$ cat src/rtl/mem_arbiter.sv
// Two-port (fetch / data) arbiter in front of an asynchronous MFA/MFC memory handshake.
// Round-robin on ties, per-transfer timeout, registered memory-side outputs.
module mem_arbiter #(
  parameter int unsigned TIMEOUT = 32
) (
  input  logic        Clk,
  input  logic        Reset,
  input  logic        IF_REQ,
  input  logic [7:0]  IF_ADDR,
  output logic        IF_ACK,
  output logic [31:0] IF_DATA,
  input  logic        DA_REQ,
  input  logic        DA_RW,
  input  logic        DA_WB,
  input  logic [7:0]  DA_ADDR,
  input  logic [31:0] DA_WDATA,
  output logic        DA_ACK,
  output logic [31:0] DA_RDATA,
  output logic        ERR,
  input  logic        MFC,
  input  logic [31:0] MEMDAT_IN,
  output logic [7:0]  MEMADD,
  output logic        MFA,
  output logic        READ_WRITE,
  output logic        WORD_BYTE,
  output logic [31:0] MEMDAT_OUT
);

  typedef enum logic [1:0] {IDLE, WAIT_MFC, RELEASE, DONE} state_t;

  localparam int unsigned CW = (TIMEOUT > 1) ? $clog2(TIMEOUT) : 1;

  state_t        state, state_n;
  logic [CW-1:0] cnt;
  logic          mfc_meta, mfc_s;
  logic          last_da;
  logic          gnt_da;
  logic [31:0]   rd_hold;
  logic          grant, grant_da, abort, cnt_hit;

  always_comb begin
    state_n  = state;
    grant    = 1'b0;
    grant_da = 1'b0;
    abort    = 1'b0;
    cnt_hit  = (cnt == CW'(TIMEOUT - 1));
    case (state)
      IDLE: begin
        if (IF_REQ || DA_REQ) begin
          grant    = 1'b1;
          // data wins alone, or on a tie when fetch was served last
          grant_da = DA_REQ && (!IF_REQ || !last_da);
          state_n  = WAIT_MFC;
        end
      end
      WAIT_MFC: begin
        if (mfc_s) begin
          state_n = RELEASE;
        end else if (cnt_hit) begin
          state_n = DONE;
          abort   = 1'b1;
        end
      end
      RELEASE: begin
        if (!mfc_s) begin
          state_n = DONE;
        end else if (cnt_hit) begin
          state_n = DONE;
          abort   = 1'b1;
        end
      end
      DONE:    state_n = IDLE;
      default: state_n = IDLE;
    endcase
  end

  always_ff @(posedge Clk or negedge Reset) begin
    if (!Reset) state <= IDLE;
    else        state <= state_n;
  end

  always_ff @(posedge Clk or negedge Reset) begin
    if (!Reset) begin
      mfc_meta   <= 1'b0;
      mfc_s      <= 1'b0;
      MFA        <= 1'b0;
      IF_ACK     <= 1'b0;
      DA_ACK     <= 1'b0;
      ERR        <= 1'b0;
      MEMADD     <= '0;
      MEMDAT_OUT <= '0;
      READ_WRITE <= 1'b1;
      WORD_BYTE  <= 1'b1;
      IF_DATA    <= '0;
      DA_RDATA   <= '0;
      rd_hold    <= '0;
      cnt        <= '0;
      last_da    <= 1'b0;
      gnt_da     <= 1'b0;
    end else begin
      mfc_meta <= MFC;
      mfc_s    <= mfc_meta;
      MFA      <= (state_n == WAIT_MFC);
      IF_ACK   <= (state_n == DONE) && !gnt_da;
      DA_ACK   <= (state_n == DONE) && gnt_da;
      ERR      <= abort;

      if (grant) begin
        gnt_da  <= grant_da;
        last_da <= grant_da;
        cnt     <= '0;
        if (grant_da) begin
          MEMADD     <= DA_ADDR;
          READ_WRITE <= DA_RW;
          WORD_BYTE  <= DA_WB;
          MEMDAT_OUT <= DA_WDATA;
        end else begin
          MEMADD     <= IF_ADDR;
          READ_WRITE <= 1'b1;
          WORD_BYTE  <= 1'b1;
        end
      end else if (state == WAIT_MFC || state == RELEASE) begin
        cnt <= cnt + 1'b1;
      end

      // read data is staged and only committed on a clean completion,
      // so a timeout in RELEASE leaves the visible data registers untouched
      if (state == WAIT_MFC && mfc_s && READ_WRITE)
        rd_hold <= WORD_BYTE ? MEMDAT_IN : {24'b0, MEMDAT_IN[7:0]};

      if (state == RELEASE && !mfc_s && READ_WRITE) begin
        if (gnt_da) DA_RDATA <= rd_hold;
        else        IF_DATA  <= rd_hold;
      end
    end
  end

endmodule

$ cat config.mk
export PLATFORM = sky130hd
export DESIGN_NAME = mem_arbiter
export DESIGN_NICKNAME = d
export VERILOG_FILES = /design/src/rtl/mem_arbiter.sv
export SDC_FILE = /design/constraint.sdc
export NUM_CORES = 1
export LEC_CHECK = 0
export BUFFER_PORTS_ARGS = -buffer_cell sky130_fd_sc_hd__clkbuf_2
export CAP_MARGIN = 30
export CELL_PAD_IN_SITES_DETAIL_PLACEMENT = 1
export CELL_PAD_IN_SITES_GLOBAL_PLACEMENT = 1
export CORE_UTILIZATION = 43
export CTS_CLUSTER_SIZE = 20
export DETAILED_ROUTE_END_ITERATION = 10
export GPL_TIMING_DRIVEN = 0
export PLACE_DENSITY_LB_ADDON = 0.1
export RECOVER_POWER = 100
export SETUP_SLACK_MARGIN = 0.4
export SLEW_MARGIN = 10
export SYNTH_ARGS = -nofsm -noshare
export SYNTH_HDL_FRONTEND = slang
export SYNTH_SLANG_ARGS = --single-unit
$ cat constraint.sdc
create_clock -name Clk -period 3.4 [get_ports Clk]
set_input_delay 0 -clock Clk [delete_from_list [all_inputs] [get_ports Clk]]
set_output_delay 0 -clock Clk [all_outputs]
set_load 0.01 [all_outputs]
==> impl_metrics.yaml, run 1 <==
status:
  outcome: "finished with violations"
  violations: "capacitance limit, slew limit"
grt:
  grt_antenna_before_repair: 0
  track_usage: 0.2573
  gr-total-overflow: 0
  grt_first_pass_wirelength_um: 27930
  first_global_vias: 5180
  grt_start_max_net_pins: 84
sta:
  max_freq_mhz: 370.6
  min_period_ns: 2.698
  finalMaxSlewViolations: 70
  rsz_0062_raised_after_global_routing: "false"
  timing.final.hold_violations: 0
  finalSetupViolations: 0
  finalClockSkew_ns: 0.007333
  maxSlewHeadroom: -0.2247
  hold_ws_ns: 0.1325
  timing.final.crit_share: 0.7937
  setup_tns_ns: 0
  max_slew.worst_pin.slew_ns: 1.837
synth:
  most_instantiated_flip_flop_cell_in_the_synthesis_netlist: "sky130_fd_sc_hd__dfrtp_1"
  library_cell_with_the_highest_instance_count_after_synthesis: "sky130_fd_sc_hd__dfrtp_1"
  synthesis.instances: 435
  syn-num-nets: 530
  syn_area_per_cell_sq_um: 13.81
  seq_area_frac_synth: 0.6334
  netlist_top_cells_area: "sky130_fd_sc_hd__dfrtp_1, sky130_fd_sc_hd__mux2_2, sky130_fd_sc_hd__nand2_1"
  synth_area_sq_mm: 0.006010
  postSynthRegisterBits: 152
  asyncSetResetFlopFracSynth: 1.000
  synth_enable_flop_cells: 0
  synth.top_cell.area_share: 0.6246
  synth.top_cells.by_count: "sky130_fd_sc_hd__dfrtp_1, sky130_fd_sc_hd__mux2_2, sky130_fd_sc_hd__nand2_1"
  yosysUniqueCellTypes: 38
  synth_area_leader_cell: "sky130_fd_sc_hd__dfrtp_1"
  yosys_warnings: 0
run:
  max_cap_violations: 1
critical_path:
  path_class: "reg2reg"
  setup_crit_start_kind: "flip-flop"
  worst_ep_arrival_time_ns: 3.06
  cp.required_ns: 3.76
  critPathMaxFanout: 10
  setup.worst_path.end_class: "flip-flop"
placement:
  portBuffers: 196
  finalWeightedCongestion: 0.7586
  hpwl_um: 10550
cells_and_area:
  synthToLayoutAreaGrowth_pct: 39.64
  multi_input_comb_area_sq_mm: 0.002009
  design.final.nets: 830
  regArea_sq_mm: 0.003806
  fillCellCount: 1431
  antenna_diode_count: 0
  final_layout_size_suffix_gt1_frac: 0.2876
clocking:
  post_cts.repair.setup_buffers: 0
  root_buffer: "sky130_fd_sc_hd__clkbuf_16"
  worst_skew_pair.late_latency_ns: 0.42
  number_of_cells_upsized_or_downsized_after_cts: 0
  cts_tree: "built"
  cts.htree.levels: 4
  cts.clk_slew.worst_paths_ns: 0.06
  longest_clk_path_bufs: 2
  cts-buffers-inserted: 17
  tritoncts_num_sinks: 152
hold_path:
  min-delay-path-class: "in2reg"
detailed_routing:
  detailedRoute.firstPassIterationCount: 4
  drt_iter0_drc: 204
  ant_nets: 0
  routedWlPerCell_um: 18.98
  detail_route.vias_per_cell: 5.009
  wl_um: 17460
  drc_errors: 0
  dr_total_vias: 4608
die:
  floorplan_core_area_sq_mm: 0.01345
  die_w_um: 120.2
  floorplan.rows: 42
  io_pins: 197
  floorplan.die.height_um: 120.2
  starting_utilization_of_the_core_area: 0.4467
  fp.dieArea_sq_mm: 0.01445
power:
  power_switching_w: 0.002551
  internal_power_w: 0.004773
  leakage_power_total_nw: 3.976
  comb_power_share: 0.337
  seqPwrFrac: 0.426
  irDropWorstVdd_uv: 384.2
  power-per-cell-area_mw_per_mm2: 872.8
  clockPowerShare: 0.237
  p_sw_frac: 0.3483
==> timing repair <==
item,in CTS,in global routing
hold buffers,84,0
endpoints found under the hold margin,144,0
setup endpoints to repair,0,0
==> worst paths after layout <==
path                                     from                          to  slack, ns  depth (start not counted)
min                                    DA_REQ          state[0]$_DFF_PN0_       0.13                          4
max reg2reg                state[1]$_DFF_PN0_       MEMADD[6]$_DFFE_PN0P_       0.70                          8
min reg2reg                mfc_meta$_DFF_PN0_             mfc_s$_DFF_PN0_       0.35                          0
max                        state[1]$_DFF_PN0_       MEMADD[6]$_DFFE_PN0P_       0.70                          8
max in group asynchronous               Reset  MEMDAT_OUT[16]$_DFFE_PN0P_       1.62                          3
min in group asynchronous               Reset      IF_DATA[0]$_DFFE_PN0P_       0.61                          2
==> cell usage in the layout (no fill, tap or decap), drive strengths merged, types with 5 or more instances in the layout <==
cell,n
clkbuf,243
dfrtp,150
mux2,104
dlygate4sd3,84
nand2,58
o21ai,42
a21oi,11
ha,8
nor2,7
inv,5
==> worst max-delay path, cell delays in order, from the launching register on <==
cell                            delay [ns]
sky130_fd_sc_hd__dfrtp_1              0.42
sky130_fd_sc_hd__inv_1                0.17
sky130_fd_sc_hd__ha_1                 0.21
sky130_fd_sc_hd__buf_2                0.23
sky130_fd_sc_hd__o21a_1               0.29
sky130_fd_sc_hd__clkbuf_1             0.41
sky130_fd_sc_hd__o21ai_0              0.17
sky130_fd_sc_hd__o21ai_0              0.17
sky130_fd_sc_hd__dlygate4sd3_1        0.56
==> through the flow <==
step	utilization	setup slack (ns)	instance area (sq um)	power, W	cells
2_1_floorplan	-	1.669	6010	0.004490	435
3_5_place_dp	0.5387	1.310	7247	0.005601	808
4_1_cts	0.6415	0.9164	8630	0.007520	920
5_1_grt	0.6238	0.4410	8392	0.007764	920
3_3_place_gp	0.5360	-0.1954	7211	0.005440	807
6_report	0.6238	0.7015	8392	0.007324	920
==> state kept, by name, indices dropped and copies added (netlist names), 2 cells and up <==
register	cells
state	2
MEMADD	8
rd_hold	32
cnt	5
DA_RDATA	32
MEMDAT_OUT	32
IF_DATA	32
==> metal layers <==
layer	GRT usage	wire length (um)
met5	0	0
met4	0.1111	476
met3	0.06368	929
met2	0.4515	9073
met1	0.2983	6983
==> final cells by class <==
class / instances / share of cell area
Clock buffer: 26 / 0.06307
Inverter: 5 / 0.002236
Tap cell: 176 / 0.02624
Clock inverter: 2 / 0.001491
Multi-Input combinational cell: 256 / 0.2395
Timing Repair Buffer: 281 / 0.2040
Buffer: 22 / 0.009990
Sequential cell: 152 / 0.4536
==> power groups by stage <==
stage / Clock (W) / Sequential [W] / Combinational [W]
final: 0.00174 / 0.00312 / 0.00247
after global routing: 0.00183 / 0.00323 / 0.00271
after CTS: 0.00177 / 0.00310 / 0.00265
after detailed placement: 0 / 0.00312 / 0.00248
after global placement: 0 / 0.00306 / 0.00238
after floorplan: 0 / 0.00329 / 0.00120
==> logic make-up (layout without fill, tap and decap cells) <==
family,after synthesis,after routing,synth area share
flip-flops,152,152,0.6334
multiplexers,106,106,0.2020
AND/OR/NAND/NOR,75,75,0.05309
AO/OA/AOI/OAI,64,64,0.06371
buffers and inverters,27,336,0.02686
adder cells (fa/ha/maj),8,8,0.01666
XOR/XNOR,3,3,0.004373
Power figures use the tool's default switching activity.
==> run 2, diff against run 1 <==
Settings changed: CORE_UTILIZATION 43 to 40.
Clock period 3.4 ns to 2.5 ns, I/O delays scaled along.
==> run 2 against run 1 <==
The run still ends with capacitance limit, slew limit left. Setup slack lost 0.35 ns. Clock skew decreased by 0.0016 ns. Clock power is 56% higher. Combinational power up 31%. Critical path depth fell by 2. Cell count is 1.3% higher. Register-to-register slack got worse by 0.35 ns. Via count is 1.2% lower. Maximum frequency is 26% higher. Sequential power is 35% higher. First-iteration DRC count rose by 13%. Hold slack got worse by 0.0043 ns. Critical endpoint is now IF_DATA[31]$_DFFE_PN0P_. Highest routed layer unchanged.
==> impl_metrics.yaml, run 2 (synthesis gave the netlist of run 1 again) <==
clocking:
  cts_tree: "built"
  worst_skew_pair.late_latency_ns: 0.42
  cts.htree.levels: 4
  cts.clk_slew.worst_paths_ns: 0.06
  longest_clk_path_bufs: 2
  root_buffer: "sky130_fd_sc_hd__clkbuf_16"
  cts-buffers-inserted: 17
  tritoncts_num_sinks: 152
critical_path:
  timing.reg2reg.setup_slack_ns: 0.35
  regToRegEndpoint: "IF_DATA[31]$_DFFE_PN0P_"
  critPathMaxFanout: 10
  setup.worst_path.end_class: "flip-flop"
  worstReg2RegStart: "state[0]$_DFF_PN0_"
  path_class: "reg2reg"
  cp-startpoint: "state[0]$_DFF_PN0_"
  cp.required_ns: 2.80
  r2r_cells: 6
  critPathMaxStageDelay_ns: 0.43
  crit_buf_inv: 3
  endpoint_of_the_worst_setup_timing_path: "IF_DATA[31]$_DFFE_PN0P_"
  crit_path_top_delay_cell: "sky130_fd_sc_hd__dfrtp_1"
  setup_crit_start_kind: "flip-flop"
  worst_ep_arrival_time_ns: 2.44
  path_cells: "inv_1 > ha_1 > and4_1 > clkbuf_1 > buf_6 > mux2_2"
  critPathTopFamily: "buffers and inverters"
  crit_cells: 6
sta:
  timing.final.crit_share: 0.8583
  finalMaxSlewViolations: 73
  finalClockSkew_ns: 0.005750
  maxSlewHeadroom: -0.2655
  timing.final.hold_violations: 0
  min_period_ns: 2.146
  finalSetupViolations: 0
  rsz_0062_raised_after_global_routing: "true"
  max_freq_mhz: 466.1
  max_slew.worst_pin.slew_ns: 1.898
cells_and_area:
  antenna_diode_count: 0
  design.final.nets: 830
  final_cell_mix: "sky130_fd_sc_hd__dfrtp_1, sky130_fd_sc_hd__clkbuf_1, sky130_fd_sc_hd__mux2_2"
  final_cell_area_sq_mm: 0.008532
  final_layout_size_suffix_gt1_frac: 0.2955
  fillCellCount: 1535
  regArea_sq_mm: 0.003806
  multi_input_comb_area_sq_mm: 0.002027
  synthToLayoutAreaGrowth_pct: 41.97
  mostFrequentLayoutCell: "sky130_fd_sc_hd__dfrtp_1"
  postLayoutCoreUtil: 0.5848
grt:
  grt_first_pass_wirelength_um: 27700
  grt_start_max_net_pins: 81
  grt_antenna_before_repair: 0
  track_usage: 0.2294
  gr-total-overflow: 0
  first_global_vias: 5321
status:
  outcome: "finished with violations"
  violations: "capacitance limit, slew limit"
detailed_routing:
  dr_total_vias: 4551
  routedWlPerCell_um: 17.89
  detailedRoute.firstPassIterationCount: 4
  routed-wl-met2_um: 8720
  drt_iter0_drc: 230
  wl_um: 16670
  top_signal_layer_used: "met4"
  detail_route.vias_per_cell: 4.883
  ant_nets: 0
  drc_errors: 0
  routedLengthMet1_um: 6610
  met3_routed_length_um: 943
die:
  fp.dieArea_sq_mm: 0.01552
  die_w_um: 124.6
  io_pins: 197
  floorplan_core_area_sq_mm: 0.01459
  floorplan.die.height_um: 124.6
  floorplan.rows: 44
  starting_utilization_of_the_core_area: 0.4119
placement:
  finalWeightedCongestion: 0.7666
  hpwl_um: 10640
  dpl_cell_area_sq_mm: 0.007257
  portBuffers: 196
hold_path:
  worst_hold_path.num_cells: 4
  min-delay-path-class: "in2reg"
  hold_path_startpoint: "IF_REQ"
power:
  power-per-cell-area_mw_per_mm2: 1191
  leakage_power_total_nw: 4.029
  irDropWorstVdd_uv: 591.5
run:
  max_cap_violations: 1
run 2: changes by cell type in the layout (fill, tap and decap cells not counted), moves of 2 or more:
| cell | previous run | this run |
|---|---|---|
| sky130_fd_sc_hd__buf_6 | 0 | 3 |
| sky130_fd_sc_hd__clkbuf_4 | 0 | 2 |
| sky130_fd_sc_hd__clkbuf_1 | 133 | 130 |
| sky130_fd_sc_hd__clkinv_2 | 1 | 3 |
| sky130_fd_sc_hd__bufinv_16 | 0 | 4 |
| sky130_fd_sc_hd__clkbuf_8 | 7 | 3 |
run 2: repair_timing:
action / 4_1_cts / 5_1_grt
hold buffers: 84 / 0
gates resized for setup: 1 / 6
endpoints found under the hold margin: 147 / 0
setup buffers: 0 / 0
endpoints found under the setup margin: 2 / 27
run 2: cell type report:
| type | count | share of cell area |
|---|---|---|
| multi-input combinational | 256 | 0.2376 |
| clock inverter | 8 | 0.01672 |
| buffer | 22 | 0.01320 |
| timing repair buffer | 281 | 0.2008 |
| tap | 184 | 0.02698 |
| clock buffer | 24 | 0.05646 |
| inverter | 5 | 0.002200 |
| sequential | 152 | 0.4461 |
run 2: where the power goes:
group,leakage (nW),switching (W),total [W],internal (W)
Combinational,1.82,0.00179,0.00323,0.00144
Sequential,1.91,0.000670,0.00422,0.00355
Clock,0.304,0.000970,0.00272,0.00175
run 2: worst register-to-register path, stage by stage, from the launching register on:
cell and delay (ns):
sky130_fd_sc_hd__dfrtp_1 0.43, sky130_fd_sc_hd__inv_1 0.14, sky130_fd_sc_hd__ha_1 0.25, sky130_fd_sc_hd__and4_1 0.24, sky130_fd_sc_hd__clkbuf_1 0.37, sky130_fd_sc_hd__buf_6 0.24
sky130_fd_sc_hd__mux2_2 0.35
run 2: worst min path at each step:
stage / slack [ns] / endpoint
after floorplan: -0.30 / DA_ACK$_DFF_PN0_
after global placement: 0.11 / mfc_meta$_DFF_PN0_
after detailed placement: 0.06 / IF_DATA[27]$_DFFE_PN0P_
after CTS: 0.10 / MEMADD[7]$_DFFE_PN0P_
after global routing: 0.18 / MEMADD[6]$_DFFE_PN0P_
final: 0.13 / MEMADD[2]$_DFFE_PN0P_
run 2: per-layer routing:
metal  track usage  up-vias
met3       0.06486       28
met1        0.2552     2275
met5             0        -
li1              -     2106
met2        0.4095      142
met4       0.09355        0
run 2: stage by stage:
stage                     total power [W]  hold slack [ns]  setup TNS, ns  std cells  setup WS, ns
after floorplan                  0.006106          -0.2956              0        435        0.7690
after global placement           0.007426           0.1120        -166.76        815        -1.120
after detailed placement         0.007614          0.05793              0        816        0.3498
after CTS                         0.01048           0.1017              0        932        0.4814
after global routing              0.01080           0.1755              0        932        0.2266
final                             0.01016           0.1282              0        932        0.3543
